<file path="src/rtl/mux_gate_seq.sv">
// Bit-serial NOT/AND/OR/XOR sequencer: one shared 2:1 mux evaluates one result bit per clock.
// Start/busy/done handshake; y holds the last completed result until the next completion.

module mux2 (
    input  logic sel,
    input  logic in0,
    input  logic in1,
    output logic y
);
    assign y = sel ? in1 : in0;
endmodule

module mux_gate_seq #(
    parameter int unsigned WIDTH = 8,
    parameter int unsigned IDXW  = $clog2(WIDTH)
) (
    input  logic             clk,
    input  logic             rst_n,
    input  logic             start,
    input  logic [1:0]       op,
    input  logic [WIDTH-1:0] a,
    input  logic [WIDTH-1:0] b,
    output logic             busy,
    output logic             done,
    output logic [WIDTH-1:0] y
);
    typedef enum logic [1:0] {IDLE, RUN, DONE} state_t;

    localparam logic [IDXW-1:0] LAST = IDXW'(WIDTH - 1);

    state_t           state;
    logic [WIDTH-1:0] a_lat;
    logic [WIDTH-1:0] b_lat;
    logic [1:0]       op_lat;
    logic [IDXW-1:0]  idx;
    logic [WIDTH-1:0] work;
    logic [WIDTH-1:0] next_work;

    logic sel;
    logic bit_b;
    logic mux_in0;
    logic mux_in1;
    logic mux_y;

    mux2 u_mux (
        .sel (sel),
        .in0 (mux_in0),
        .in1 (mux_in1),
        .y   (mux_y)
    );

    // Each op is expressed purely by what the mux selects between, with a_lat[idx] as select.
    always_comb begin
        sel     = a_lat[idx];
        bit_b   = b_lat[idx];
        mux_in0 = 1'b0;
        mux_in1 = 1'b0;
        case (op_lat)
            2'b00: begin mux_in0 = 1'b1;  mux_in1 = 1'b0;   end
            2'b01: begin mux_in0 = 1'b0;  mux_in1 = bit_b;  end
            2'b10: begin mux_in0 = bit_b; mux_in1 = 1'b1;   end
            default: begin mux_in0 = bit_b; mux_in1 = ~bit_b; end
        endcase
        next_work      = work;
        next_work[idx] = mux_y;
    end

    always_ff @(posedge clk) begin
        if (!rst_n) begin
            state  <= IDLE;
            busy   <= 1'b0;
            done   <= 1'b0;
            y      <= '0;
            idx    <= '0;
            a_lat  <= '0;
            b_lat  <= '0;
            op_lat <= '0;
            work   <= '0;
        end else begin
            case (state)
                IDLE: begin
                    if (start) begin
                        a_lat  <= a;
                        b_lat  <= b;
                        op_lat <= op;
                        idx    <= '0;
                        busy   <= 1'b1;
                        state  <= RUN;
                    end
                end
                RUN: begin
                    work <= next_work;
                    if (idx == LAST) begin
                        y     <= next_work;
                        done  <= 1'b1;
                        busy  <= 1'b0;
                        state <= DONE;
                    end else begin
                        idx <= idx + IDXW'(1);
                    end
                end
                DONE: begin
                    done  <= 1'b0;
                    state <= IDLE;
                end
                default: begin
                    busy  <= 1'b0;
                    done  <= 1'b0;
                    state <= IDLE;
                end
            endcase
        end
    end
endmodule

</file>
<file path="config.mk">
export PLATFORM = sky130hd
export DESIGN_NAME = mux_gate_seq
export DESIGN_NICKNAME = d
export VERILOG_FILES = /design/src/rtl/mux_gate_seq.sv
export SDC_FILE = /design/constraint.sdc
export NUM_CORES = 1
export LEC_CHECK = 0
export CAP_MARGIN = 20
export CORE_MARGIN = 3
export CORE_UTILIZATION = 40
export DETAILED_ROUTE_END_ITERATION = 6
export GPL_ROUTABILITY_DRIVEN = 1
export PLACE_DENSITY = 0.63
export SYNTH_ARGS = -nofsm -noshare
export SYNTH_HDL_FRONTEND = slang
export SYNTH_HIERARCHICAL = 1
export SYNTH_SLANG_ARGS = --single-unit
</file>
<file path="constraint.sdc">
create_clock -name clk -period 3.3 [get_ports clk]
set_clock_uncertainty 0.05 [all_clocks]
set_input_delay 0.66 -clock clk [delete_from_list [all_inputs] [get_ports clk]]
set_output_delay 0.66 -clock clk [all_outputs]
set_load 0.02 [all_outputs]
</file>
==> results of run 1 <==
==> cell usage after synthesis, types with 2 or more instances <==
cell type | n | area [sq um]
nand2_1 | 50 | 188
nand3_1 | 9 | 45.0
a211oi_2 | 5 | 62.6
o21ai_0 | 5 | 25.0
nor3_1 | 3 | 15.0
a21oi_1 | 27 | 135
buf_4 | 4 | 30.0
nor2b_1 | 2 | 12.5
a311oi_2 | 3 | 45.0
a22oi_1 | 2 | 15.0
mux4_2 | 2 | 45.0
nor2_1 | 23 | 86.3
nand2b_1 | 2 | 12.5
ha_1 | 2 | 25.0
buf_6 | 2 | 22.5
dfxtp_1 | 41 | 821
buf_2 | 3 | 15.0
clkbuf_1 | 6 | 22.5
mux2i_1 | 10 | 100
inv_1 | 3 | 11.3
==> sequential cells by signal (all words and copies together), names as in the netlist <==
signal	cells
busy	1
work	8
done	1
b_lat	8
op_lat	2
state	2
a_lat	8
idx	3
y	8
==> cell usage in the layout (no fill, tap or decap), types with 3 or more instances in the layout <==
cell type,instances
nor2_1,23
inv_1,3
nor3_1,3
a311oi_2,3
clkdlybuf4s50_1,30
clkbuf_8,5
o21ai_0,5
dfxtp_1,41
a21oi_1,27
nand3_1,9
nand2_1,50
mux2i_1,10
a211oi_2,5
==> report_power, final <==
part | internal [mW] | total (mW) | switching [mW]
sequential | 0.513 | 0.532 | 0.0188
combinational | 0.0586 | 0.117 | 0.0585
clock | 0.139 | 0.295 | 0.156
==> final timing paths <==
kind	endpoint	slack, ns	depth (start not counted)
worst min register to register	a_lat[4]	0.41	2
worst min-delay path	a_lat[4]	0.41	2
worst max register to register	y[4]	0.75	5
worst max-delay path	y[4]	0.75	5
==> per-stage QoR <==
step	instances	hold slack [ns]	power (mW)	instance area [sq um]
floorplan	223	0.381	0.620	1930
global placement	291	0.393	0.661	2200
detailed placement	291	0.397	0.662	2200
CTS	297	0.408	0.955	2280
global route	297	0.427	0.983	2280
finish	297	0.406	0.944	2280
==> worst register-to-register path, stage by stage (launching register included) <==
cell      delay, ns
dfxtp_1        0.80
mux4_2         0.58
mux2_2         0.29
mux2_4         0.39
mux2i_1        0.21
a211oi_2       0.09
==> cell type report <==
type,count,area share [%]
clock buffers,5,3.02
clock inverters,1,0.220
inverters,4,0.660
multi-input cells,162,43.3
flip-flops and latches,41,36.1
well taps,52,2.86
repair buffers,32,13.9
==> cells by family (layout without fill, tap and decap cells) <==
kind of cell / Yosys count / count (layout) / share of synthesized area [%]
adder cells (fa/ha/maj): 2 / 2 / 1.30
XOR/XNOR: 1 / 1 / 0.453
flip-flops: 41 / 41 / 42.5
buffers and inverters: 20 / 42 / 6.48
multiplexers: 14 / 14 / 8.87
AO/OA/AOI/OAI: 47 / 47 / 17.2
AND/OR/NAND/NOR: 98 / 98 / 23.2
==> metal layers <==
layer / up-vias / GRT usage (%)
met1: 661 / 18.1
met3: 5 / 3.30
met2: 28 / 20.8
li1: 807 / -
met5: - / 0
met4: 0 / 7.38
==> qor.csv, run 1 <==
stage,metric,value,unit
run_status,outcome,finished clean,
logic_synthesis,synth.cell_area,0.00193,sq mm
route,detail-route-antenna-nets,0,
job,maxCapViolations,0,
final_layout,syn_to_final_growth,17.8,%
route,dr.pass1.iters,4,
final_layout,multiInputGateArea,986,sq um
sta,finalHoldViolCount,0,
placement,io_buffer_count,30,
final_layout,antennaDiodeCount,0,
grt,antenna_found_initial,0,
sta,max_freq,391,MHz
route,dr_wl_met2,1520,um
setup_path,worst_path_largest_cell_delay,0.80,ns
route,wl_met1,1860,um
cts,cts_root_buffer,clkbuf_8,
route,wl,3570,um
final_layout,final_layout_size_suffix_gt1_share,10.6,%
logic_synthesis,synth_edf_count,0,
die,start_util,42.9,%
setup_path,critical_path_arrival,2.64,ns
power_and_ir_drop,powerDensity,415,mW/mm^2
placement,dp_hpwl,2380,um
die,die_h,75.5,um
route,drt_iter0_drc,91,
setup_path,critPathKind,reg -> reg,
logic_synthesis,synthArstFlopShare,0,%
logic_synthesis,ys.flop_type,dfxtp_1,
cts,ctsHoldBuffers,0,
setup_path,cp-startpoint,idx[0],
grt,grt_max_degree,41,
sta,fin_crit_sh,77.4,%
grt,grt_pass1_vias,1344,
route,wire_per_inst,12.0,um
logic_synthesis,ys_types,39,
die,dieArea,0.00570,sq mm
logic_synthesis,yosys_warnings,6,
cts,cts_buffer_depth,2,
route,drcViolationCount,0,
setup_path,path_max_fanout,20,
cts,clkSlewWorstSetupHoldPaths,0.08,ns
grt,groute.usage.overall,13.7,%
die,dieWidth,75.5,um
final_layout,nFillCells,470,
die,fp.coreArea,0.00450,sq mm
route,wl_met3,134,um
setup_path,crit_required,3.39,ns
hold_path,min_path_type,reg -> reg,
final_layout,final_nets,269,
cts,clk_latency,0.29,ns
sta,report.final.slew_viol_count,0,
logic_synthesis,synthCells,223,
setup_path,cp_slowest_cell,dfxtp_1,
final_layout,fin_util,50.5,%
logic_synthesis,synth_seq_cells,41,
cts,cts_sinks,41,
die,ios,31,
logic_synthesis,synthesis.nets,246,
sta,worstMarginPinSlew,0.739,ns
grt,grt_first_pass_wirelength,6010,um
setup_path,critPathBufInv,0,
sta,rsz0062_at_grt,no,
final_layout,final-seq-area,821,sq um
logic_synthesis,syn_avg_cell_area,8.66,sq um
sta,setup_viol,0,
hold_path,min_from,a_lat[4],
sta,fin_setup_tns,0,ns
setup_path,end_kind,flip-flop,
route,drt-vias-per-instance,5.05,
power_and_ir_drop,power_leakage,0.798,nW
cts,numCtsBuffers,5,
route,vias,1501,
setup_path,start_kind,flip-flop,
route,highest-signal-layer,met4,
cts,cts_resized,0,
sta,postLayoutSetupSlackWorst,0.746,ns
power_and_ir_drop,irDropWorstVdd,0.000208,V
cts,cts_tree,done,
die,rows,24,
grt,grt-ovfl-total,0,
setup_path,path_cells,mux4_2 -> mux2_2 -> mux2_4 -> mux2i_1 -> a211oi_2,
sta,min_period,2.55,ns
placement,gp_congestion,0.741,
cts,htree_levels,2,
cts,post-cts-setup-buffers,0,
logic_synthesis,yosysSeqAreaShare,42.5,%
setup_path,r2r_start,idx[0],
setup_path,crit_family,multiplexers,
placement,post-place-ws,0.772,ns
sta,slew_headroom,50.8,%
(Power assumes the default switching activity.)
==> inputs of run 2 (changes only) <==
- PLACE_DENSITY: 0.63 -> 0.65
- clock period: 3.3 -> 2.15 ns (I/O delays scaled with it)
==> run 2 against run 1 <==
Register-to-register slack lost 0.63 ns. Cell area grew 6.4%. First-iteration DRC count shrank 13%. Sequential power grew 52%. Critical endpoint is now y[0].
==> qor.csv, run 2 (same netlist as run 1, synthesis figures left out) <==
stage,metric,value,unit
setup_path,start_kind,flip-flop,
route,drt_iter0_drc,79,
run_status,outcome,finished clean,
cts,cts_tree,done,
route,dr.pass1.iters,4,
setup_path,critical_path_arrival,2.18,ns
cts,clkSlewWorstSetupHoldPaths,0.08,ns
grt,grt-ovfl-total,0,
die,dieArea,0.00570,sq mm
hold_path,hold_depth,2,
grt,grt_pass1_vias,1473,
sta,fin_crit_sh,94.7,%
final_layout,final_area,0.00242,sq mm
grt,groute.usage.overall,15.5,%
sta,rsz0062_at_grt,no,
setup_path,r2r-end,y[0],
sta,setup_viol,0,
sta,slew_headroom,68.7,%
placement,dp_hpwl,2630,um
final_layout,mostFrequentLayoutCells,"nand2_1 (50), dfxtp_1 (39), clkdlybuf4s50_1 (30), a21oi_1 (27), nor2_1 (23)",
route,wire_per_inst,12.5,um
grt,grt_max_degree,41,
hold_path,min_from,b_lat[2],
power_and_ir_drop,power_leakage,0.873,nW
sta,finalHoldViolCount,0,
route,detail-route-antenna-nets,0,
route,drcViolationCount,0,
grt,grt_first_pass_wirelength,6620,um
cts,cts_buffer_depth,2,
setup_path,cp_common_cell,mux2_4,
grt,antenna_found_initial,0,
die,rows,24,
setup_path,path_cells,mux4_2 -> mux2_4 -> mux2_4 -> mux2i_1 -> a211oi_2,
final_layout,syn_to_final_growth,25.4,%
setup_path,critPathKind,reg -> reg,
job,maxCapViolations,0,
setup_path,cp_slowest_cell,mux4_2,
final_layout,antennaDiodeCount,0,
placement,placed_cell_area,0.00229,sq mm
setup_path,r2r_cells,5,
die,fp.coreArea,0.00450,sq mm
setup_path,path_max_fanout,16,
cts,post-cts-setup-buffers,0,
hold_path,min_path_type,reg -> reg,
die,ios,31,
route,vias,1595,
final_layout,final_nets,276,
cts,clk_latency,0.30,ns
power_and_ir_drop,irDropWorstVdd,0.000436,V
setup_path,end_kind,flip-flop,
sta,min_period,2.04,ns
placement,gp_congestion,0.764,
route,drt-vias-per-instance,5.21,
die,start_util,42.9,%
sta,max_freq,491,MHz
die,die_h,75.5,um
power_and_ir_drop,powerDensity,720,mW/mm^2
cts,htree_levels,2,
placement,io_buffer_count,30,
sta,report.final.slew_viol_count,0,
final_layout,mostFrequentLayoutCell,nand2_1,
setup_path,reg2reg_setup_slack,0.11,ns
cts,cts_sinks,41,
die,dieWidth,75.5,um
final_layout,final_layout_size_suffix_gt1_share,14.6,%
sta,worstMarginPinSlew,0.468,ns
hold_path,whs_endpoint,b_lat[2],
setup_path,r2r_start,idx[0],
route,wl,3840,um
setup_path,crit_required,2.29,ns
final_layout,fin_util,53.8,%
cts,numCtsBuffers,5,
setup_path,worst_path_largest_cell_delay,0.51,ns
cts,cts_root_buffer,clkbuf_8,
[run 2: what timing repair did]
action | 4_1_cts | 5_1_grt
hold buffers | 0 | 0
hold endpoints to repair | 0 | 0
resized for setup | 0 | 1
endpoints found under the setup margin | 0 | 2
[run 2: worst max path at each step]
stage	startpoint	endpoint	cells after the start
2_1_floorplan	idx[0]	y[6]	8
3_3_place_gp	idx[2]	y[6]	5
3_5_place_dp	idx[2]	y[2]	5
4_1_cts	idx[2]	y[4]	5
5_1_grt	idx[0]	y[5]	8
6_report	idx[0]	y[0]	5
[run 2: worst max-delay path: cells and delay by family (launching register included)]
family / cells / cell delay (ns)
compound gates: 1 / 0.09
flops: 1 / 0.42
mux: 4 / 1.36
[run 2: per-layer routing]
| metal | up-vias | global-route usage (%) | wire length (um) |
|---|---|---|---|
| met5 | - | 0 | 0 |
| met4 | 0 | 6.80 | 78 |
| met3 | 6 | 5.54 | 170 |
| met2 | 33 | 24.3 | 1780 |
| met1 | 735 | 19.1 | 1810 |
| li1 | 821 | - | - |
[run 2: final cells by class]
cell class                      count  area (sq um)
Clock buffer                        5          68.8
Sequential cell                    41           826
Multi-Input combinational cell    162           990
Tap cell                           52          65.1
Clock inverter                      3          65.1
Timing Repair Buffer               39           393
Fill cell                         436          2080
Inverter                            4          15.0
[run 2: stage by stage]
stage                     setup WS (ns)  TNS [ns]  power, mW  hold WS [ns]  instances
final                             0.114         0       1.75         0.404        306
after global routing            0.00325         0       1.82         0.429        306
after CTS                        0.0740         0       1.76         0.406        306
after detailed placement          0.103         0       1.03         0.395        298
after global placement            0.106         0       1.03         0.393        298
after floorplan                 -0.0411   -0.0741      0.966         0.381        223
[run 2: power by group]
part	switching [mW]	internal (mW)
Combinational	0.0991	0.0993
Clock	0.277	0.461
Sequential	0.0221	0.787
Total	0.398	1.35
==> inputs of run 3 (changes only) <==
- PLACE_DENSITY: 0.65 -> 0.63
- SYNTH_HIERARCHICAL: 1 -> unset
- clock period: 2.15 -> 2.37 ns (I/O delays scaled with it)
==> run 3 against run 2 <==
Combinational power down 9%. Worst hold slack improved by 0.011 ns. Core utilization grew 1.8 points. Global-route usage rose by 0.97 points. First-iteration DRC count grew 47%. Register-to-register slack improved by 0.05 ns. Area after synthesis shrank 6.5%. Wire length grew 6.8%. Final cell count decreased by 8.8%. Non-clock buffer count is the same. Critical path type unchanged. Largest cell class unchanged. Largest power group unchanged.
==> qor.csv, run 3 <==
stage,metric,value,unit
logic_synthesis,synthArstFlopShare,0,%
route,drcViolationCount,0,
placement,gp_congestion,0.818,
cts,htree_levels,2,
logic_synthesis,syn_avg_cell_area,9.26,sq um
final_layout,mostFrequentLayoutCell,nand2_1,
placement,dp_hpwl,2980,um
final_layout,multiInputGateArea,918,sq um
setup_path,critical_path_arrival,2.34,ns
die,fp.coreArea,0.00417,sq mm
power_and_ir_drop,seqPwrFrac,46.5,%
logic_synthesis,synth_edf_count,0,
logic_synthesis,yosys_warnings,0,
logic_synthesis,synthesis.nets,218,
power_and_ir_drop,clkPwrFrac,42.1,%
power_and_ir_drop,power_leakage,0.807,nW
hold_path,min_from,b_lat[5],
die,dieWidth,73.2,um
power_and_ir_drop,netSwitchingPower,355,uW
cts,post-cts-setup-buffers,0,
setup_path,crit_required,2.50,ns
hold_path,hold_depth,2,
final_layout,syn_to_final_growth,28.5,%
setup_path,cp-startpoint,idx[0],
die,rows,23,
final_layout,final-seq-area,822,sq um
die,ios,31,
logic_synthesis,yosysSeqAreaShare,45.5,%
sta,setup_viol,0,
logic_synthesis,synth.cell_area,0.00181,sq mm
power_and_ir_drop,powerDensity,681,mW/mm^2
setup_path,start_kind,flip-flop,
power_and_ir_drop,irDropWorstVdd,0.000493,V
power_and_ir_drop,switching_share,22.5,%
hold_path,whs_endpoint,b_lat[5],
final_layout,final_layout_size_suffix_gt1_share,10.5,%
logic_synthesis,ys_top_cells_by_count,"nand2_1 (46), dfxtp_1 (41), a21boi_0 (20), o31ai_1 (15), clkbuf_1 (10)",
die,start_util,43.3,%
logic_synthesis,ys.flop_type,dfxtp_1,
setup_path,cp_slowest_cell,mux4_2,
die,dieArea,0.00536,sq mm
power_and_ir_drop,comb_power_share,11.4,%
sta,fin_setup_tns,0,ns
setup_path,path_max_fanout,7,
cts,numCtsBuffers,5,
final_layout,fin_cells,279,
cts,clk_latency,0.30,ns
grt,grt_pass1_vias,1546,
setup_path,r2r_start,idx[0],
setup_path,r2r_cells,6,
final_layout,mostFrequentLayoutCells,"nand2_1 (46), dfxtp_1 (40), clkdlybuf4s50_1 (30), a21boi_0 (19), o31ai_1 (15)",
logic_synthesis,synth_seq_cells,41,
logic_synthesis,ys_types,30,
route,dr.pass1.iters,4,
run_status,outcome,finished clean,
route,wl,4100,um
setup_path,critPathKind,reg -> reg,
setup_path,worst_path_largest_cell_delay,0.53,ns
final_layout,final_nets,251,
cts,cts_buffer_depth,2,
cts,cts_sinks,41,
sta,rsz0062_at_grt,no,
grt,grt_max_degree,25,
setup_path,reg2reg_setup_slack,0.16,ns
logic_synthesis,synthTopCellsByArea,"dfxtp_1 (45%), nand2_1 (9.6%), a21boi_0 (8.3%), o31ai_1 (6.2%), mux4_2 (5.0%)",
sta,hold_slack,0.415,ns
route,drt-vias-per-instance,5.52,
sta,min_period,2.21,ns
die,die_h,73.2,um
route,detail-route-antenna-nets,0,
cts,cts_tree,done,
setup_path,path_cells,mux4_2 -> mux2i_1 -> xor2_1 -> a221oi_2 -> buf_4 -> o31ai_1,
logic_synthesis,synth_top_area_cell,dfxtp_1,
logic_synthesis,synth_top_area_share,45.5,%
power_and_ir_drop,p_int,1.22,mW
route,vias,1539,
setup_path,end_kind,flip-flop,
setup_path,r2r-end,work[4],
grt,grt-ovfl-total,0,
route,wire_per_inst,14.7,um
logic_synthesis,yosysMostFrequentCell,nand2_1,
placement,io_buffer_count,30,
cts,cts_root_buffer,clkbuf_8,
sta,report.final.slew_viol_count,0,
cts,clkSlewWorstSetupHoldPaths,0.08,ns
sta,worstMarginPinSlew,0.679,ns
cts,ctsHoldBuffers,0,
grt,groute.usage.overall,16.4,%
final_layout,nFillCells,345,
grt,grt_first_pass_wirelength,6870,um
sta,fin_crit_sh,93.1,%
sta,slew_headroom,54.7,%
sta,finalHoldViolCount,0,
route,drt_iter0_drc,116,
job,maxCapViolations,0,
logic_synthesis,synthCells,195,
sta,max_freq,453,MHz
hold_path,min_path_type,reg -> reg,
final_layout,antennaDiodeCount,0,
cts,cts_resized,0,
grt,antenna_found_initial,0,
placement,dp.cells,271,
final_layout,fin_util,55.6,%
-- run 3: final cells by class --
cell class,count,area share (%)
multi-input cells,137,39.6
well taps,50,2.70
flip-flops and latches,41,35.4
repair buffers,39,15.9
inverters,4,0.647
clock buffers,5,2.97
clock inverters,3,2.80
-- run 3: layer usage --
metal	global-route usage (%)	routed length (um)	up-vias	share of wire, %
met3	4.68	216	7	5.3
li1	-	-	768	-
met2	27.0	1980	48	48
met1	19.9	1850	716	45
met4	7.17	53	0	1.3
met5	0	0	-	0
-- run 3: power groups by stage --
stage | logic, mW | clock network [mW] | registers [mW]
after CTS | 0.181 | 0.674 | 0.734
after detailed placement | 0.180 | 0 | 0.751
final | 0.180 | 0.665 | 0.734
after floorplan | 0.110 | 0 | 0.743
after global routing | 0.199 | 0.702 | 0.739
after global placement | 0.174 | 0 | 0.750
-- run 3: kinds of logic after synthesis --
group	synth area share (%)
xor gates and xnor gates	0.970
muxes	7.35
and+or+nand+nor	16.5
AOI/OAI and AO/OA	24.7
adders and majority gates	1.39
DFF	45.5
buffers and inverters	3.67
-- run 3: worst max-delay path by stage --
stage,endpoint,slack (ns),cells after the start
3_5_place_dp,work[4],0.05,6
6_report,work[4],0.16,6
4_1_cts,work[4],0.03,6
5_1_grt,work[5],0.05,6
3_3_place_gp,work[4],0.19,6
2_1_floorplan,y[0],0.12,7
-- run 3: critical path: cells and delay by family (launching register included) --
kind | cells | cell delay (ns)
buffers and inverters | 1 | 0.23
AOI/OAI and AO/OA | 2 | 0.51
DFF | 1 | 0.42
muxes | 2 | 0.77
xor gates and xnor gates | 1 | 0.12
-- run 3: stage by stage --
step	total power, mW	area, sq um	setup slack, ns
floorplan	0.853	1810	0.123
global placement	0.925	2180	0.195
detailed placement	0.930	2180	0.0526
CTS	1.59	2320	0.0304
global route	1.64	2320	0.0484
finish	1.58	2320	0.164
